`src/rtl/io_port_bank.sv`:
```
// Memory-mapped I/O bank: CHANNELS output registers with write strobes, plus an
// input FIFO fed by an external device and drained by processor loads.
module io_port_bank #(
   parameter int WIDTH    = 32,
   parameter int CHANNELS = 4,
   parameter int DEPTH    = 4
) (
   input  logic                      clk,
   input  logic                      reset,
   input  logic [3:0]                addr,
   input  logic                      WE,
   input  logic                      RE,
   input  logic [WIDTH-1:0]          writedata,
   output logic [WIDTH-1:0]          read,
   input  logic [WIDTH-1:0]          dev_in_data,
   input  logic                      dev_in_valid,
   output logic                      dev_in_ready,
   output logic [CHANNELS*WIDTH-1:0] dev_out,
   output logic [CHANNELS-1:0]       dev_out_strobe
);

   localparam int         PW        = (DEPTH > 1) ? $clog2(DEPTH) : 1;
   localparam int         CW        = $clog2(DEPTH + 1);
   localparam logic [3:0] ADDR_FIFO = 4'(CHANNELS);
   localparam logic [3:0] ADDR_STAT = 4'(CHANNELS + 1);

   logic [WIDTH-1:0]    chan_q [CHANNELS];
   logic [CHANNELS-1:0] strobe_q;
   logic [WIDTH-1:0]    mem [DEPTH];
   logic [PW-1:0]       wr_ptr;
   logic [PW-1:0]       rd_ptr;
   logic [CW-1:0]       count_q;
   logic                underflow_q;

   logic             empty;
   logic             full;
   logic             fifo_sel;
   logic             push;
   logic             pop;
   logic             uflow_set;
   logic             uflow_clr;
   logic [WIDTH-1:0] status;

   assign empty        = (count_q == '0);
   assign full         = (count_q == CW'(DEPTH));
   assign dev_in_ready = !full;
   assign fifo_sel     = (addr == ADDR_FIFO);
   // Push gating uses only registered full, so a pop cannot open a slot in the same cycle.
   assign push         = dev_in_valid && !full;
   assign pop          = RE && fifo_sel && !empty;
   assign uflow_set    = RE && fifo_sel && empty;
   assign uflow_clr    = WE && (addr == ADDR_STAT);

   always_ff @(posedge clk or posedge reset) begin
      if (reset) begin
         for (int i = 0; i < CHANNELS; i++) begin
            chan_q[i] <= '0;
         end
         strobe_q <= '0;
      end else begin
         for (int i = 0; i < CHANNELS; i++) begin
            strobe_q[i] <= WE && (addr == 4'(i));
            if (WE && (addr == 4'(i))) begin
               chan_q[i] <= writedata;
            end
         end
      end
   end

   for (genvar g = 0; g < CHANNELS; g++) begin : g_dev_out
      assign dev_out[g*WIDTH +: WIDTH] = chan_q[g];
   end

   assign dev_out_strobe = strobe_q;

   // Storage is not reset; clearing the pointers and count discards its contents.
   always_ff @(posedge clk) begin
      if (push) begin
         mem[wr_ptr] <= dev_in_data;
      end
   end

   always_ff @(posedge clk or posedge reset) begin
      if (reset) begin
         wr_ptr      <= '0;
         rd_ptr      <= '0;
         count_q     <= '0;
         underflow_q <= 1'b0;
      end else begin
         if (push) begin
            wr_ptr <= wr_ptr + PW'(1);
         end
         if (pop) begin
            rd_ptr <= rd_ptr + PW'(1);
         end
         if (push && !pop) begin
            count_q <= count_q + CW'(1);
         end else if (pop && !push) begin
            count_q <= count_q - CW'(1);
         end
         if (uflow_set) begin
            underflow_q <= 1'b1;
         end else if (uflow_clr) begin
            underflow_q <= 1'b0;
         end
      end
   end

   always_comb begin
      status            = '0;
      status[0]         = empty;
      status[1]         = full;
      status[2]         = underflow_q;
      status[3 +: CW]   = count_q;
   end

   always_comb begin
      read = '0;
      for (int i = 0; i < CHANNELS; i++) begin
         if (addr == 4'(i)) begin
            read = chan_q[i];
         end
      end
      if (fifo_sel && !empty) begin
         read = mem[rd_ptr];
      end
      if (addr == ADDR_STAT) begin
         read = status;
      end
   end

endmodule

```
`config.mk`:
```
export PLATFORM = sky130hd
export DESIGN_NAME = io_port_bank
export DESIGN_NICKNAME = d
export VERILOG_FILES = /design/src/rtl/io_port_bank.sv
export SDC_FILE = /design/constraint.sdc
export NUM_CORES = 1
export LEC_CHECK = 0
export CORE_MARGIN = 2
export CORE_UTILIZATION = 51
export CTS_CLUSTER_DIAMETER = 120
export CTS_CLUSTER_SIZE = 12
export DETAILED_ROUTE_END_ITERATION = 16
export PLACE_DENSITY = 0.8
export REMOVE_ABC_BUFFERS = 1
export SLEW_MARGIN = 20
export SYNTH_ARGS = -nofsm -noshare
export SYNTH_HDL_FRONTEND = slang
export SYNTH_SLANG_ARGS = --single-unit
```
`constraint.sdc`:
```
create_clock -name clk -period 6.5 [get_ports clk]
set_input_delay 1.3 -clock clk [delete_from_list [all_inputs] [get_ports clk]]
set_output_delay 1.3 -clock clk [all_outputs]
set_load 0.1 [all_outputs]
```
==> results by group <==
Run status
  – Status: completed

Clock network
  – Master cell of the clock root buffer: sky130_fd_sc_hd__clkbuf_16
  – Number of clock sinks: 268
  – Number of clock buffers inserted by TritonCTS: 26
  – H-tree levels: 1
  – Clock insertion delay at the later pin of the skew report: 0.52 ns
  – Clock transition at path regs: 0.06 ns
  – Number of gates resized after cts: 0
  – Bufs on Longest Clock Path: 3
  – Hold buffer count at CTS: 0
  – Number of setup buffers added after CTS: 0
  – TritonCTS clock tree: done

Setup path
  – Max incr delay on CP: 0.64 ns
  – Startpoint class of the critical path: input pin
  – Type of the worst setup path: input pin to output pin
  – Delay-heaviest family, CP: buffers and inverters
  – Maximum fanout along the worst path: 15
  – Nature of the critical path endpoint: output pin
  – Required time worst endpoint: 5.20 ns
  – Most frequent cell on the critical path: sky130_fd_sc_hd__buf_4
  – Critical register-to-register path startpoint: count_q[1]
  – Buffering stage count on the worst path with inverters included: 3
  – Worst EP arrival: 3.97 ns
  – Critical path origin: addr[2]
  – Cell-by-cell trace of the critical path: clkdlybuf4s50_1 -> or3b_1 -> nor3_4 -> buf_4 -> a221o_1 -> buf_4
  – Slowest cell on the critical path: sky130_fd_sc_hd__nor3_4

GRT
  – Total gr overflow: 0
  – Global-route wire length before repair: 40.6 mm
  – Number of global-route vias before repair: 7047
  – Largest net degree at the start of global routing: 84
  – Total Routing Usage GR: 22.4%
  – Number of antenna violations at the first check in global routing: 1

STA
  – Fin worst setup slack: 1.23 ns
  – Slew @ Worst Pin: 1.02 ns
  – Worst max-slew margin expressed relative to the limit: 31.6%
  – Setup-violating endpoint count in the final report: 0
  – Setup repair after global routing missed its margin: false
  – Final hold vios: 0
  – Shortest period the worst path allows: 5.27 ns
  – Total Neg Setup Slack: 0 ns
  – Final period util: 81.0%
  – Highest clock frequency the design can meet: 0.190 GHz
  – Maximum clock skew at final layout: 0.0139 ns
  – Slew Viols, Final: 0

Logic synthesis
  – Cells after synthesis: 587
  – Post-synth top area cell: sky130_fd_sc_hd__edfxtp_1
  – Per-instance average area after synthesis: 19.0 sq um
  – Register bit count reported by yosys: 268
  – Portion of the post-synthesis area used by sequential elements: 65.8%
  – Predominant post-synthesis flop cell: sky130_fd_sc_hd__dfrtp_1
  – Synthesized area: 11200 sq um
  – Count of flip-flops with a built-in enable after synthesis: 128
  – Area share of the largest cell type after synthesis: 34.4%
  – Asr flop ratio synth: 52.2%
  – Unique cell type count in the Yosys netlist: 40
  – Yosys warnings: 0
  – Top cells by count, synth: 140 x sky130_fd_sc_hd__dfrtp_1, 130 x sky130_fd_sc_hd__mux2_2, 128 x sky130_fd_sc_hd__edfxtp_1, 63 x sky130_fd_sc_hd__mux4_2, 26 x sky130_fd_sc_hd__a22o_1
  – Ranking of synthesized cells by area: sky130_fd_sc_hd__edfxtp_1 34%, sky130_fd_sc_hd__dfrtp_1 31%, sky130_fd_sc_hd__mux2_2 13%
  – Library cell with the highest instance count after synthesis: sky130_fd_sc_hd__dfrtp_1

Power
  – Worst VDD drop: 330 uV
  – Cell leakage power: 5.52 nW
  – Power density relative to cell area: 471 nW/um^2

Worst hold path
  – Tightest Hold Check Type: register to register
  – Min-Delay Startpoint: dev_out[114]

Placed design
  – DP Worst Slack: 1.20 ns
  – Port-buffer cells: 237
  – Detailed Place HPWL: 16.6 mm
  – Post-Place Cell Area: 13700 sq um
  – RePlAce Congestion: 0.733

Die
  – I/O pin total: 238
  – Full die area: 23100 sq um
  – Number of placement rows: 54
  – Core region area: 21600 sq um
  – Chip Height: 152 microns
  – Die width: 152 microns
  – Initial core utilization: 51.6%

Routing
  – Average vias per placed instance: 5.80
  – Total wire length after detailed routing: 26.2 mm
  – First-pass DRT Iterations: 5
  – Post-route DRC violation count: 0
  – Number of DRC violations after detailed-routing iteration 0: 371
  – Drt wl/cell: 23.2 microns
  – Vias post-DR: 6534
  – Post-route ant nets: 0

Finish
  – Post-Route Utilization: 66.8%
  – Post-synthesis to final-layout area growth: 29.4%
  – Fraction of final layout cells with drive strength greater than 1: 32.9%
  – Nets: 905
  – Final standard cell area without fillers: 14400 sq um

Flow run
  – Maxcap violations: 0
flip-flops by register name (all words and copies together), names as in the netlist:
name and count:
wr_ptr 2, count_q 3, dev_out_strobe 4, underflow_q 1, mem 128, rd_ptr 2, dev_out 128
per-layer routing:
| metal | vias up | track usage (%) | share of wire (%) |
|---|---|---|---|
| li1 | 2820 | - | - |
| met1 | 3415 | 29.0 | 40 |
| met2 | 253 | 39.4 | 53 |
| met3 | 46 | 4.05 | 5.7 |
| met4 | 0 | 5.70 | 2.0 |
| met5 | - | 0 | 0 |
report_power, final:
| group | internal [mW] | switching, mW |
|---|---|---|
| clock network | 0.773 | 0.597 |
| registers | 2.17 | 0.285 |
| logic | 0.867 | 2.11 |
| total | 3.81 | 2.99 |
cell usage in the layout (no fill, tap or decap), drive strengths merged, types with 2 or more instances in the layout:
cell type,netlist,final
inv,7,8
a22o,26,26
mux4,63,63
xor2,3,3
buf,27,44
dfrtp,140,140
mux2,130,130
clkdlybuf4s50,0,203
a221o,3,3
xnor2,3,3
and2,7,7
edfxtp,128,128
nand4,5,5
ha,5,5
nor4,2,2
nand2,6,6
clkbuf,9,46
nor3,3,3
nor2,4,4
final timing paths:
path	endpoint	slack [ns]	cells past startpoint
max reg2reg	mem[3][17]	4.15	3
min in group asynchronous	dev_out[25]	1.30	2
max in group asynchronous	dev_out[127]	3.92	3
min	dev_out[114]	0.53	1
min reg2reg	dev_out[114]	0.53	1
max	read[3]	1.23	6
cell type report:
type / count / area, sq um
Timing Repair Buffer: 247 / 2360
Clock inverter: 1 / 8.76
Tap cell: 280 / 350
Sequential cell: 268 / 7350
Multi-Input combinational cell: 276 / 3600
Inverter: 7 / 31.3
Antenna cell: 1 / 2.50
Fill cell: 1471 / 7180
Clock buffer: 46 / 747
kinds of logic after synthesis:
kind of cell / Yosys count / share of synthesized area [%]
compound gates: 36 / 2.83
xor+xnor: 6 / 0.471
fa+ha+maj: 6 / 0.740
buf+inv: 43 / 2.26
flops: 268 / 65.8
mux: 194 / 25.9
simple gates: 34 / 1.95
metrics by stage:
step	power, mW	std cells	hold WS [ns]
2_1_floorplan	4.69	551	0.478
3_3_place_gp	5.42	1078	0.505
3_5_place_dp	5.48	1078	0.513
4_1_cts	6.86	1125	0.527
5_1_grt	7.04	1126	0.547
6_report	6.80	1126	0.529
Note: power is estimated with default switching activity, not from simulation.
